[src/rtl/cpu_ctrl_fsm.sv]
// Multi-cycle control sequencer for the accumulator CPU: fetch, decode, optional
// memory access and write-back, with a bounded wait on the memory acknowledge.
module cpu_ctrl_fsm #(
   parameter int WIDTH   = 8,
   parameter int ADDR_W  = 4,
   parameter int TIMEOUT = 15
) (
   input  logic             clk_i,
   input  logic             rst_ni,
   input  logic             start_i,
   input  logic [WIDTH-1:0] instr_i,
   input  logic             zero_flag_i,
   input  logic             mem_ack_i,
   output logic             mem_req_o,
   output logic             mem_we_o,
   output logic             mem_sel_pc_o,
   output logic             ir_wr_en_o,
   output logic             pc_inc_o,
   output logic             pc_wr_en_o,
   output logic             acc_wr_en_o,
   output logic [1:0]       acc_src_o,
   output logic             alu_op_o,
   output logic             busy_o,
   output logic             halted_o,
   output logic             illegal_o,
   output logic             bus_err_o,
   output logic [2:0]       state_o
);

   typedef enum logic [2:0] {
      IDLE   = 3'd0,
      FETCH  = 3'd1,
      DECODE = 3'd2,
      MEM    = 3'd3,
      WB     = 3'd4,
      HALT   = 3'd5
   } state_e;

   localparam logic [3:0] OP_NOP = 4'h0;
   localparam logic [3:0] OP_LDA = 4'h1;
   localparam logic [3:0] OP_STA = 4'h2;
   localparam logic [3:0] OP_ADD = 4'h3;
   localparam logic [3:0] OP_SUB = 4'h4;
   localparam logic [3:0] OP_JMP = 4'h5;
   localparam logic [3:0] OP_JZ  = 4'h6;
   localparam logic [3:0] OP_LDI = 4'h7;
   localparam logic [3:0] OP_HLT = 4'hF;

   // The counter only has to reach TIMEOUT-1: the cycle after that either acks or errors out.
   localparam int CNT_W = (TIMEOUT > 1) ? $clog2(TIMEOUT) : 1;
   localparam logic [CNT_W-1:0] LAST_WAIT = CNT_W'((TIMEOUT > 0) ? TIMEOUT - 1 : 0);

   state_e           state_q, state_d;
   logic [CNT_W-1:0] waitCnt_q, waitCnt_d;
   logic [3:0]       opcode_q, opcode_d;
   logic [3:0]       instrOp;
   logic             timeoutHit;

   assign instrOp    = instr_i[WIDTH-1 -: 4];
   assign timeoutHit = (TIMEOUT != 0) && (waitCnt_q == LAST_WAIT) && !mem_ack_i;
   assign state_o    = state_q;

   // Operand bits feed the datapath address mux, not the sequencer.
   logic [ADDR_W-1:0] unusedOperand;
   assign unusedOperand = instr_i[ADDR_W-1:0];
   if (WIDTH > 4 + ADDR_W) begin : gPad
      logic [WIDTH-5-ADDR_W:0] unusedPad;
      assign unusedPad = instr_i[WIDTH-5:ADDR_W];
   end

   always_ff @(posedge clk_i or negedge rst_ni) begin
      if (!rst_ni) begin
         state_q   <= IDLE;
         waitCnt_q <= '0;
         opcode_q  <= '0;
      end else begin
         state_q   <= state_d;
         waitCnt_q <= waitCnt_d;
         opcode_q  <= opcode_d;
      end
   end

   always_comb begin
      state_d      = state_q;
      waitCnt_d    = waitCnt_q;
      opcode_d     = opcode_q;
      mem_req_o    = 1'b0;
      mem_we_o     = 1'b0;
      mem_sel_pc_o = 1'b0;
      ir_wr_en_o   = 1'b0;
      pc_inc_o     = 1'b0;
      pc_wr_en_o   = 1'b0;
      acc_wr_en_o  = 1'b0;
      acc_src_o    = 2'b00;
      alu_op_o     = 1'b0;
      illegal_o    = 1'b0;
      bus_err_o    = 1'b0;

      unique case (state_q)
         IDLE: begin
            if (start_i) state_d = FETCH;
         end
         FETCH: begin
            mem_req_o    = 1'b1;
            mem_sel_pc_o = 1'b1;
            if (mem_ack_i) begin
               ir_wr_en_o = 1'b1;
               pc_inc_o   = 1'b1;
               state_d    = DECODE;
            end else if (timeoutHit) begin
               mem_req_o = 1'b0;
               bus_err_o = 1'b1;
               state_d   = HALT;
            end
         end
         DECODE: begin
            opcode_d = instrOp;
            case (instrOp)
               OP_LDA, OP_STA, OP_ADD, OP_SUB: state_d = MEM;
               OP_LDI: state_d = WB;
               OP_JMP: begin
                  pc_wr_en_o = 1'b1;
                  state_d    = FETCH;
               end
               OP_JZ: begin
                  pc_wr_en_o = zero_flag_i;
                  state_d    = FETCH;
               end
               OP_NOP: state_d = FETCH;
               OP_HLT: state_d = HALT;
               default: begin
                  illegal_o = 1'b1;
                  state_d   = FETCH;
               end
            endcase
         end
         MEM: begin
            mem_req_o = 1'b1;
            mem_we_o  = (opcode_q == OP_STA);
            if (mem_ack_i) begin
               state_d = FETCH;
               if (opcode_q == OP_LDA) begin
                  acc_wr_en_o = 1'b1;
                  acc_src_o   = 2'b00;
               end else if (opcode_q == OP_ADD || opcode_q == OP_SUB) begin
                  acc_wr_en_o = 1'b1;
                  acc_src_o   = 2'b01;
                  alu_op_o    = (opcode_q == OP_SUB);
               end
            end else if (timeoutHit) begin
               mem_req_o = 1'b0;
               mem_we_o  = 1'b0;
               bus_err_o = 1'b1;
               state_d   = HALT;
            end
         end
         WB: begin
            acc_wr_en_o = 1'b1;
            acc_src_o   = 2'b10;
            state_d     = FETCH;
         end
         HALT: begin
            state_d = HALT;
         end
         default: state_d = IDLE;
      endcase

      // Wait count restarts whenever the state changes, so it measures one request only.
      if (state_d != state_q) begin
         waitCnt_d = '0;
      end else if ((state_q == FETCH || state_q == MEM) && !mem_ack_i) begin
         waitCnt_d = waitCnt_q + 1'b1;
      end
   end

   assign busy_o   = (state_q == FETCH) || (state_q == DECODE) || (state_q == MEM) || (state_q == WB);
   assign halted_o = (state_q == HALT);

endmodule

[config.mk]
export PLATFORM = sky130hd
export DESIGN_NAME = cpu_ctrl_fsm
export DESIGN_NICKNAME = d
export VERILOG_FILES = /design/src/rtl/cpu_ctrl_fsm.sv
export SDC_FILE = /design/constraint.sdc
export NUM_CORES = 1
export LEC_CHECK = 0
export BUFFER_PORTS_ARGS = -buffer_cell sky130_fd_sc_hd__buf_2
export CORE_ASPECT_RATIO = 0.7
export CORE_UTILIZATION = 28
export DETAILED_ROUTE_END_ITERATION = 16
export HOLD_SLACK_MARGIN = 0.02
export PLACE_DENSITY = 0.56
export SYNTH_ARGS = -nofsm -noshare
export SYNTH_HDL_FRONTEND = slang
export SYNTH_SLANG_ARGS = --single-unit
[constraint.sdc]
create_clock -name clk_i -period 1.39 [get_ports clk_i]
set_clock_uncertainty 0.1 [all_clocks]
set_input_delay 0.139 -clock clk_i [delete_from_list [all_inputs] [get_ports clk_i]]
set_output_delay 0.139 -clock clk_i [all_outputs]
set_load 0.05 [all_outputs]
==> flow_summary.toml, run 1 <==
[run_status]
status = "finished, violations left"
violations = "setup timing"

[cts]
clk_pin_slew_worst_paths_ns = 0.05
cts_made_buffers = 3
cts_root_buf = "clkbuf_8"
cts_tree = "done"
cts.sinks = 11
clkLatencyLatePin_ns = 0.24
htreeDepth = 1
cts_buffer_depth = 2

[routing]
antenna_left = 0
wl_per_cell_um = 14.7
drt-initial-drc-count = 19
firstDrtPassIters = 4
vias_per_cell = 4.82
wl_mm = 2.86
vias = 939
drc = 0

[layout]
instances_no_fill = 195
final_util_pct = 66.0
num_antenna_cells = 0
area_delta_synth_final_pct = 121
stdcell_area_um2 = 1860
nNetsFinal = 175
drive_gt1_share_pct = 71.7

[timing]
clock.fmax_mhz = 572
tightest_slew_ns = 0.471
relSlewSlack_pct = 68.5
setup_ws_ns = -0.357
setup_viol = 24
timing.hold.ws_ns = 0.117
min_period_ns = 1.75
finalHoldViolCount = 0
rsz0062_at_grt = "true"
slew_viol_final = 0
period_share_pct = 126
finalSetupTns_ns = -5.27

[hold_path]
hold_start = "instr_i[7]"
hold_class = "input pin to flip-flop"

[floorplanning]
die_h_um = 47.9
die_x_um = 67.5
die-area_um2 = 3230
io_pins = 30
row_count = 16
coreArea_um2 = 2820
initial_core_util_pct = 29.8

[pwr]
power_mw = 3.69
vdd_drop_max_mv = 0.881
power_density_nw_per_um2 = 1980
leakagePower_nw = 0.785

[grt]
grt_max_degree = 12
antenna_found_initial = 0
grt_pass1_vias = 847
grt_pass1_wl_mm = 4.03
grtUsageTotal_pct = 17.3
overflow = 0

[critical_path]
critPathMostFrequentCell = "buf_6"
cp_top_family = "simple AND/OR/NAND/NOR gates"
crit_chain = "inv_2 > ha_4 > and4b_4 > buf_6 > nor4_4 > buf_6"
cp_slowest_stage_delay_ns = 0.36
critPathArrivalTime_ns = 1.51
path_max_fanout = 3
critPathLaunchType = "flip-flop"
cp-startpoint = "waitCnt_q[0]"
cp_slowest_cell = "dfrtp_1"
end_kind = "output pin"
worstSetupPathType = "flip-flop to output pin"
r2r_start = "state_o[2]"
cp_data_required_time_ns = 1.15
cp.buffers_inverters = 3

[yosys]
avgSynthCellArea_um2 = 9.25
synthCells = 91
yosys.area.top_type = "dfrtp_1"
synth_top_area_share_pct = 32.7
syn-num-nets = 106
ys_warn_count = 0
seq_area_frac_synth_pct = 32.7
synth_edf_count = 0
yosys-top-cells-count = "dfrtp_1 (11), nor2_1 (11), inv_1 (5), nand2_1 (5), nor4_1 (5)"
async_flop_share_pct = 100
synthFlopType = "dfrtp_1"
ys_ff_latch = 11
synth_cell_type_count = 34
synth_area_leaders = "dfrtp_1 (33%), mux2_1 (5.3%), nor2_1 (4.9%)"
synth_area_um2 = 842

[place]
gp_congestion = 0.847
dp_cells = 177
port_buffers = 25
dpl-instance-area_um2 = 1350
pre_cts_slack_ns = -0.256
dpl.hpwl_mm = 1.94

[run]
maxCapViolations = 0
cell usage in the layout (no fill, tap or decap), types with 4 or more instances in the layout:
cell / count
nor4_4: 4
buf_8: 9
dfrtp_1: 8
nor2_4: 6
nand2_1: 5
mux2_4: 4
buf_6: 21
buf_4: 26
buf_2: 9
o21ai_1: 4
cells by family after synthesis:
kind of cell | Yosys count | share of synthesized area, %
AO/OA/AOI/OAI | 15 | 12.6
XOR/XNOR | 5 | 5.20
adder cells (fa/ha/maj) | 2 | 2.97
buffers and inverters | 9 | 5.50
flip-flops | 11 | 32.7
multiplexers | 8 | 10.1
AND/OR/NAND/NOR | 41 | 30.9
worst reg2reg max path: stages (launching register included):
cell,delay (ns)
dfrtp_2,0.40
buf_6,0.13
nor3b_4,0.21
and2b_4,0.19
buf_4,0.11
a22oi_2,0.07
buf_6,0.15
nor4_4,0.26
metal layers:
| layer | global-route usage (%) | routed length, µm | up-vias |
|---|---|---|---|
| met5 | 0 | 0 | - |
| met4 | 6.81 | 24 | 0 |
| met3 | 1.43 | 80 | 2 |
| met2 | 28.9 | 1480 | 20 |
| met1 | 23.5 | 1270 | 445 |
| li1 | - | - | 472 |
report_power, final:
| group | leakage [nW] | switching, mW | total (mW) | internal [mW] |
|---|---|---|---|---|
| logic | 0.626 | 1.45 | 2.78 | 1.33 |
| registers | 0.136 | 0.144 | 0.587 | 0.443 |
| clock network | 0.0228 | 0.123 | 0.325 | 0.202 |
registers in the layout, summed over array words and instances, names as in the netlist:
| signal | cells |
|---|---|
| opcode_q | 4 |
| state_o | 3 |
| waitCnt_q | 4 |
worst paths after layout:
path,depth (start not counted),slack [ns],endpoint
setup / recovery,6,-0.36,mem_we_o
max in group asynchronous,2,0.73,state_o[0]
hold reg to reg,1,0.44,opcode_q[3]
setup reg to reg,7,-0.32,waitCnt_q[0]
min in group asynchronous,2,0.23,waitCnt_q[0]
hold / removal,2,0.12,opcode_q[3]
final cells by class:
type                       instances  area (µm²)
clock buffer                       4        45.0
fill                             211         958
inverter                           5        27.5
multi-input combinational         71         803
sequential                        11         282
tap                               36        45.0
timing repair buffer              68         662
timing repair:
item	in CTS	in global routing
hold buffers	1	0
endpoints found under the setup margin	26	25
pin swaps	8	9
hold endpoints to repair	11	0
setup buffers	9	8
resized for setup	55	34
Note: power is estimated with default switching activity, not from simulation.
==> inputs of run 2 (changes only) <==
Settings changed: CORE_ASPECT_RATIO 0.7 to 1.75.
==> run 2 against run 1 <==
- fmax up 0.42%
- sequential share of layout area up 0.67 points
- first-iteration DRC count down 32%
- worst setup slack better by 0.0073 ns
- via count up 0.43%
- the flow finishes with violations (DRC, setup timing)
- critical path depth down 1
- routed wire length down 2.1%
- non-clock buffer count down 3
- combinational power down 2%
- hold slack worse by 0.020 ns
==> flow_summary.toml, run 2 (same netlist as run 1, synthesis figures left out) <==
[run_status]
status = "finished, violations left"
violations = "DRC, setup timing"

[layout]
stdcell_area_um2 = 1790
nNetsFinal = 172
final_util_pct = 61.7
nFillCells = 241
final_cell_mix = "buf_4 (24), buf_6 (20), buf_2 (9), buf_8 (9), dfrtp_1 (8)"
drive_gt1_share_pct = 73.1
layout_commonest_cell = "buf_4"
num_antenna_cells = 0
area_delta_synth_final_pct = 112

[cts]
cts_made_buffers = 3
cts_buffer_depth = 2
cts.sinks = 11
clk_pin_slew_worst_paths_ns = 0.06
cts_root_buf = "clkbuf_8"
htreeDepth = 1
clkLatencyLatePin_ns = 0.24
cts_tree = "done"

[routing]
drc = 5
wl_mm = 2.80
antenna_left = 0
wl_per_cell_um = 15.2
vias_per_cell = 5.13
drt-initial-drc-count = 13
vias = 943
firstDrtPassIters = 9

[timing]
min_period_ns = 1.74
clock.fmax_mhz = 575
setup_ws_ns = -0.350
tightest_slew_ns = 0.295
slew_viol_final = 0
timing.hold.ws_ns = 0.0966
relSlewSlack_pct = 79.8
period_share_pct = 125
finalSetupTns_ns = -5.00
setup_viol = 25
rsz0062_at_grt = "true"
finalHoldViolCount = 0

[grt]
overflow = 0
busiest_layer = "met2"
grt_use_met3_pct = 1.21
grtUsageTotal_pct = 19.1
grtUsageMet2_pct = 38.6
grt_max_degree = 12
globalRouteMet1Util_pct = 19.3
grt_pass1_wl_mm = 4.57
grt_pass1_vias = 1000
antenna_found_initial = 0

[critical_path]
crit_chain = "ha_2 > and4b_4 > buf_8 > nor4_4 > buf_6"
cp_slowest_cell = "dfrtp_1"
critPathLaunchType = "flip-flop"
path_max_fanout = 4
worstSetupPathType = "flip-flop to output pin"
cp_slowest_stage_delay_ns = 0.38
cp_data_required_time_ns = 1.15
critPathArrivalTime_ns = 1.50
end_kind = "output pin"

[place]
dpl-instance-area_um2 = 1320
gp_congestion = 0.759
dpl.hpwl_mm = 2.05
port_buffers = 25

[run]
maxCapViolations = 0

[floorplanning]
initial_core_util_pct = 29.1
coreArea_um2 = 2900
io_pins = 30
die_h_um = 74.5
die_x_um = 43.5
die-area_um2 = 3240
row_count = 26

[hold_path]
hold_class = "input pin to flip-flop"

[pwr]
power_density_nw_per_um2 = 2030
leakagePower_nw = 0.769
vdd_drop_max_mv = 1.14
power_mw = 3.63
run 2: area by class of cell:
type,count,area [µm²],share of cell area [%]
clock buffers,3,41.3,2.31
clock inverters,1,5.00,0.280
inverters,5,27.5,1.54
multi-input cells,71,759,42.5
flip-flops and latches,11,282,15.8
well taps,28,35.0,1.96
repair buffers,65,636,35.6
run 2: path summary, 6_finish.rpt:
check | startpoint | end | slack [ns] | cells after the start
max | waitCnt_q[1] | mem_we_o | -0.35 | 5
min | instr_i[4] | opcode_q[0] | 0.1 | 2
max reg2reg | state_o[2] | waitCnt_q[1] | -0.29 | 7
min reg2reg | opcode_q[1] | opcode_q[1] | 0.49 | 1
max in group asynchronous | rst_ni | state_o[0] | 0.74 | 2
min in group asynchronous | rst_ni | waitCnt_q[0] | 0.20 | 2
run 2: power breakdown:
part / total (mW) / internal, mW / switching, mW
Combinational: 2.73 / 1.33 / 1.40
Sequential: 0.570 / 0.443 / 0.128
Clock: 0.333 / 0.198 / 0.135
Total: 3.63 / 1.97 / 1.66
run 2: metal layers:
layer	wire length, µm	vias up
met3	69	6
met5	0	-
li1	-	467
met2	1640	18
met1	1030	452
met4	53	0
run 2: stage by stage:
| step | cells | setup WS [ns] |
|---|---|---|
| global placement | 168 | -0.231 |
| finish | 184 | -0.350 |
| floorplan | 91 | -0.472 |
| global route | 184 | -0.392 |
| detailed placement | 168 | -0.285 |
| CTS | 182 | -0.364 |
run 2: worst max-delay path: cells and delay by family, from the launching register on:
kind / cells / cell delay (ns)
buffers and inverters: 2 / 0.33
adder cells (fa/ha/maj): 1 / 0.18
flip-flops: 1 / 0.38
AND/OR/NAND/NOR: 2 / 0.37
run 2: what timing repair did:
item,4_1_cts,5_1_grt
resized for setup,53,32
pin swaps,10,14
cloned,0,0
setup buffers,10,6
endpoints found under the setup margin,26,25
hold buffers,1,0
hold endpoints to repair,11,0
==> inputs of run 3 (changes only) <==
Settings changed: BUFFER_PORTS_ARGS -buffer_cell sky130_fd_sc_hd__buf_2 to not set, DONT_BUFFER_PORTS set to 1, PLACE_DENSITY 0.56 to 0.47.
==> run 3 against run 2 <==
- the flow still finishes with violations (DRC, setup timing)
- die area did not move
- final cell count fell by 4.3%
- non-clock buffer count fell by 8
- sequential cell count did not move
- total power rose by 0.83%
- clock-buffer cell count rose by 1
- utilization fell by 1.9 points
==> flow_summary.toml, run 3 (same netlist as run 1, synthesis figures left out) <==
[run_status]
status = "finished, violations left"
violations = "DRC, setup timing"

[cts]
cts_tree = "done"
cts_buffer_depth = 2
clkLatencyLatePin_ns = 0.24
clk_pin_slew_worst_paths_ns = 0.05
cts_root_buf = "clkbuf_8"
cts.sinks = 11
cts_made_buffers = 3
htreeDepth = 1

[layout]
num_antenna_cells = 0
area_delta_synth_final_pct = 105
instances_no_fill = 176
layout_commonest_cell = "buf_4"
final_cell_mix = "buf_4 (27), buf_6 (15), buf_12 (9), dfrtp_1 (8)"
nNetsFinal = 164
drive_gt1_share_pct = 62.2

[grt]
globalRouteMet1Util_pct = 22.1
grtUsageMet2_pct = 35.7
grt_use_met3_pct = 2.91
busiest_layer = "met2"
overflow = 0
grt_pass1_wl_mm = 4.71
grtUsageTotal_pct = 19.7
grt_max_degree = 12
antenna_found_initial = 0
grt_pass1_vias = 977

[routing]
antenna_left = 0
wl_per_cell_um = 16.8
drt-initial-drc-count = 25
vias_per_cell = 5.39
firstDrtPassIters = 10
vias = 949
drc = 4
wl_mm = 2.95

[timing]
relSlewSlack_pct = 63.3
finalSetupTns_ns = -5.77
period_share_pct = 128
rsz0062_at_grt = "true"
setup_ws_ns = -0.384
clock.fmax_mhz = 564
setup_viol = 23
finalHoldViolCount = 0
tightest_slew_ns = 0.548
slew_viol_final = 0
min_period_ns = 1.77

[pwr]
leakagePower_nw = 0.726
power.share.clock_pct = 9.2
p_int_mw = 2.01
combinationalPowerShare_pct = 74.2
vdd_drop_max_mv = 1.13
p_switching_mw = 1.66
power_mw = 3.66
power_density_nw_per_um2 = 2120
p_seq_share_pct = 16.6
switching_share_pct = 45.2

[critical_path]
critPathArrivalTime_ns = 1.79
critPathLaunchType = "flip-flop"
path_max_fanout = 4
worstSetupPathType = "flip-flop to flip-flop"
crit_chain = "inv_2 > ha_2 > and4b_4 > buf_6 > buf_4 > nand2_2 > a22oi_2 > nor4_4"
cp_slowest_stage_delay_ns = 0.39
end_kind = "flip-flop"
cp_data_required_time_ns = 1.41
cp_slowest_cell = "dfrtp_1"

[place]
pre_cts_slack_ns = -0.229
port_buffers = 0
dp_cells = 153
gp_congestion = 0.748
dpl.hpwl_mm = 2.00

[floorplanning]
die-area_um2 = 3240
row_count = 26
coreArea_um2 = 2900
io_pins = 30
initial_core_util_pct = 29.1
die_x_um = 43.5
die_h_um = 74.5

[run]
maxCapViolations = 0

[hold_path]
hold_class = "input pin to flip-flop"
==> run 3: changes by cell type in the layout (fill, tap and decap cells not counted), moves of 3 or more <==
cell / delta
buf_6: -5
buf_12: +7
buf_2: -9
buf_4: +3
buf_8: -9
nor2_1: +3
dlygate4sd3_1: +5
==> run 3: per-layer routing <==
layer	share of wire, %	wire [µm]
met3	3.5	104
met1	38	1130
met5	0	0
met4	3.4	100
met2	55	1620
==> run 3: path summary, 6_finish.rpt <==
kind / start / end / slack, ns / depth (start not counted)
max in group asynchronous: rst_ni / state_o[0] / 0.56 / 1
worst min-delay path: instr_i[6] / state_o[1] / 0.05 / 3
worst min register to register: opcode_q[3] / opcode_q[3] / 0.45 / 1
min in group asynchronous: rst_ni / waitCnt_q[2] / 0.22 / 1
worst max register to register: waitCnt_q[0] / waitCnt_q[0] / -0.38 / 8
worst max-delay path: waitCnt_q[0] / waitCnt_q[0] / -0.38 / 8
==> run 3: per-stage QoR <==
stage | utilization [%] | area (µm²) | hold slack (ns)
2_1_floorplan | - | 982 | -0.257
3_3_place_gp | 47.5 | 1370 | -0.256
3_5_place_dp | 47.5 | 1370 | -0.256
4_1_cts | 58.0 | 1680 | 0.0338
5_1_grt | 59.8 | 1730 | 0.0891
6_report | 59.8 | 1730 | 0.0504
==> run 3: power groups by stage <==
stage	registers [mW]	logic, mW	clock network, mW
6_report	0.608	2.72	0.338
5_1_grt	0.624	2.85	0.355
4_1_cts	0.602	2.61	0.344
3_5_place_dp	0.629	2.18	0
3_3_place_gp	0.628	2.15	0
2_1_floorplan	0.695	1.25	0
==> run 3: final cells by class <==
type	count	area, µm²
Timing Repair Buffer	57	612
Multi-Input combinational cell	71	734
Clock buffer	4	45.0
Fill cell	237	1160
Sequential cell	11	282
Inverter	5	22.5
Tap cell	28	35.0
==> run 3: repair_timing <==
| action | 4_1_cts | 5_1_grt |
|---|---|---|
| buffers inserted | 10 | 6 |
| endpoints found under the setup margin | 25 | 25 |
| resized for setup | 26 | 9 |
| hold buffers | 6 | 0 |
| pin swaps | 10 | 5 |
| hold endpoints to repair | 16 | 0 |
==> run 3: worst max-delay path: cells and delay by family (launching register included) <==
| kind | cells | cell delay, ns |
|---|---|---|
| flip-flops | 1 | 0.39 |
| adder cells (fa/ha/maj) | 1 | 0.15 |
| buffers and inverters | 3 | 0.29 |
| AND/OR/NAND/NOR | 3 | 0.40 |
| AO/OA/AOI/OAI | 1 | 0.30 |
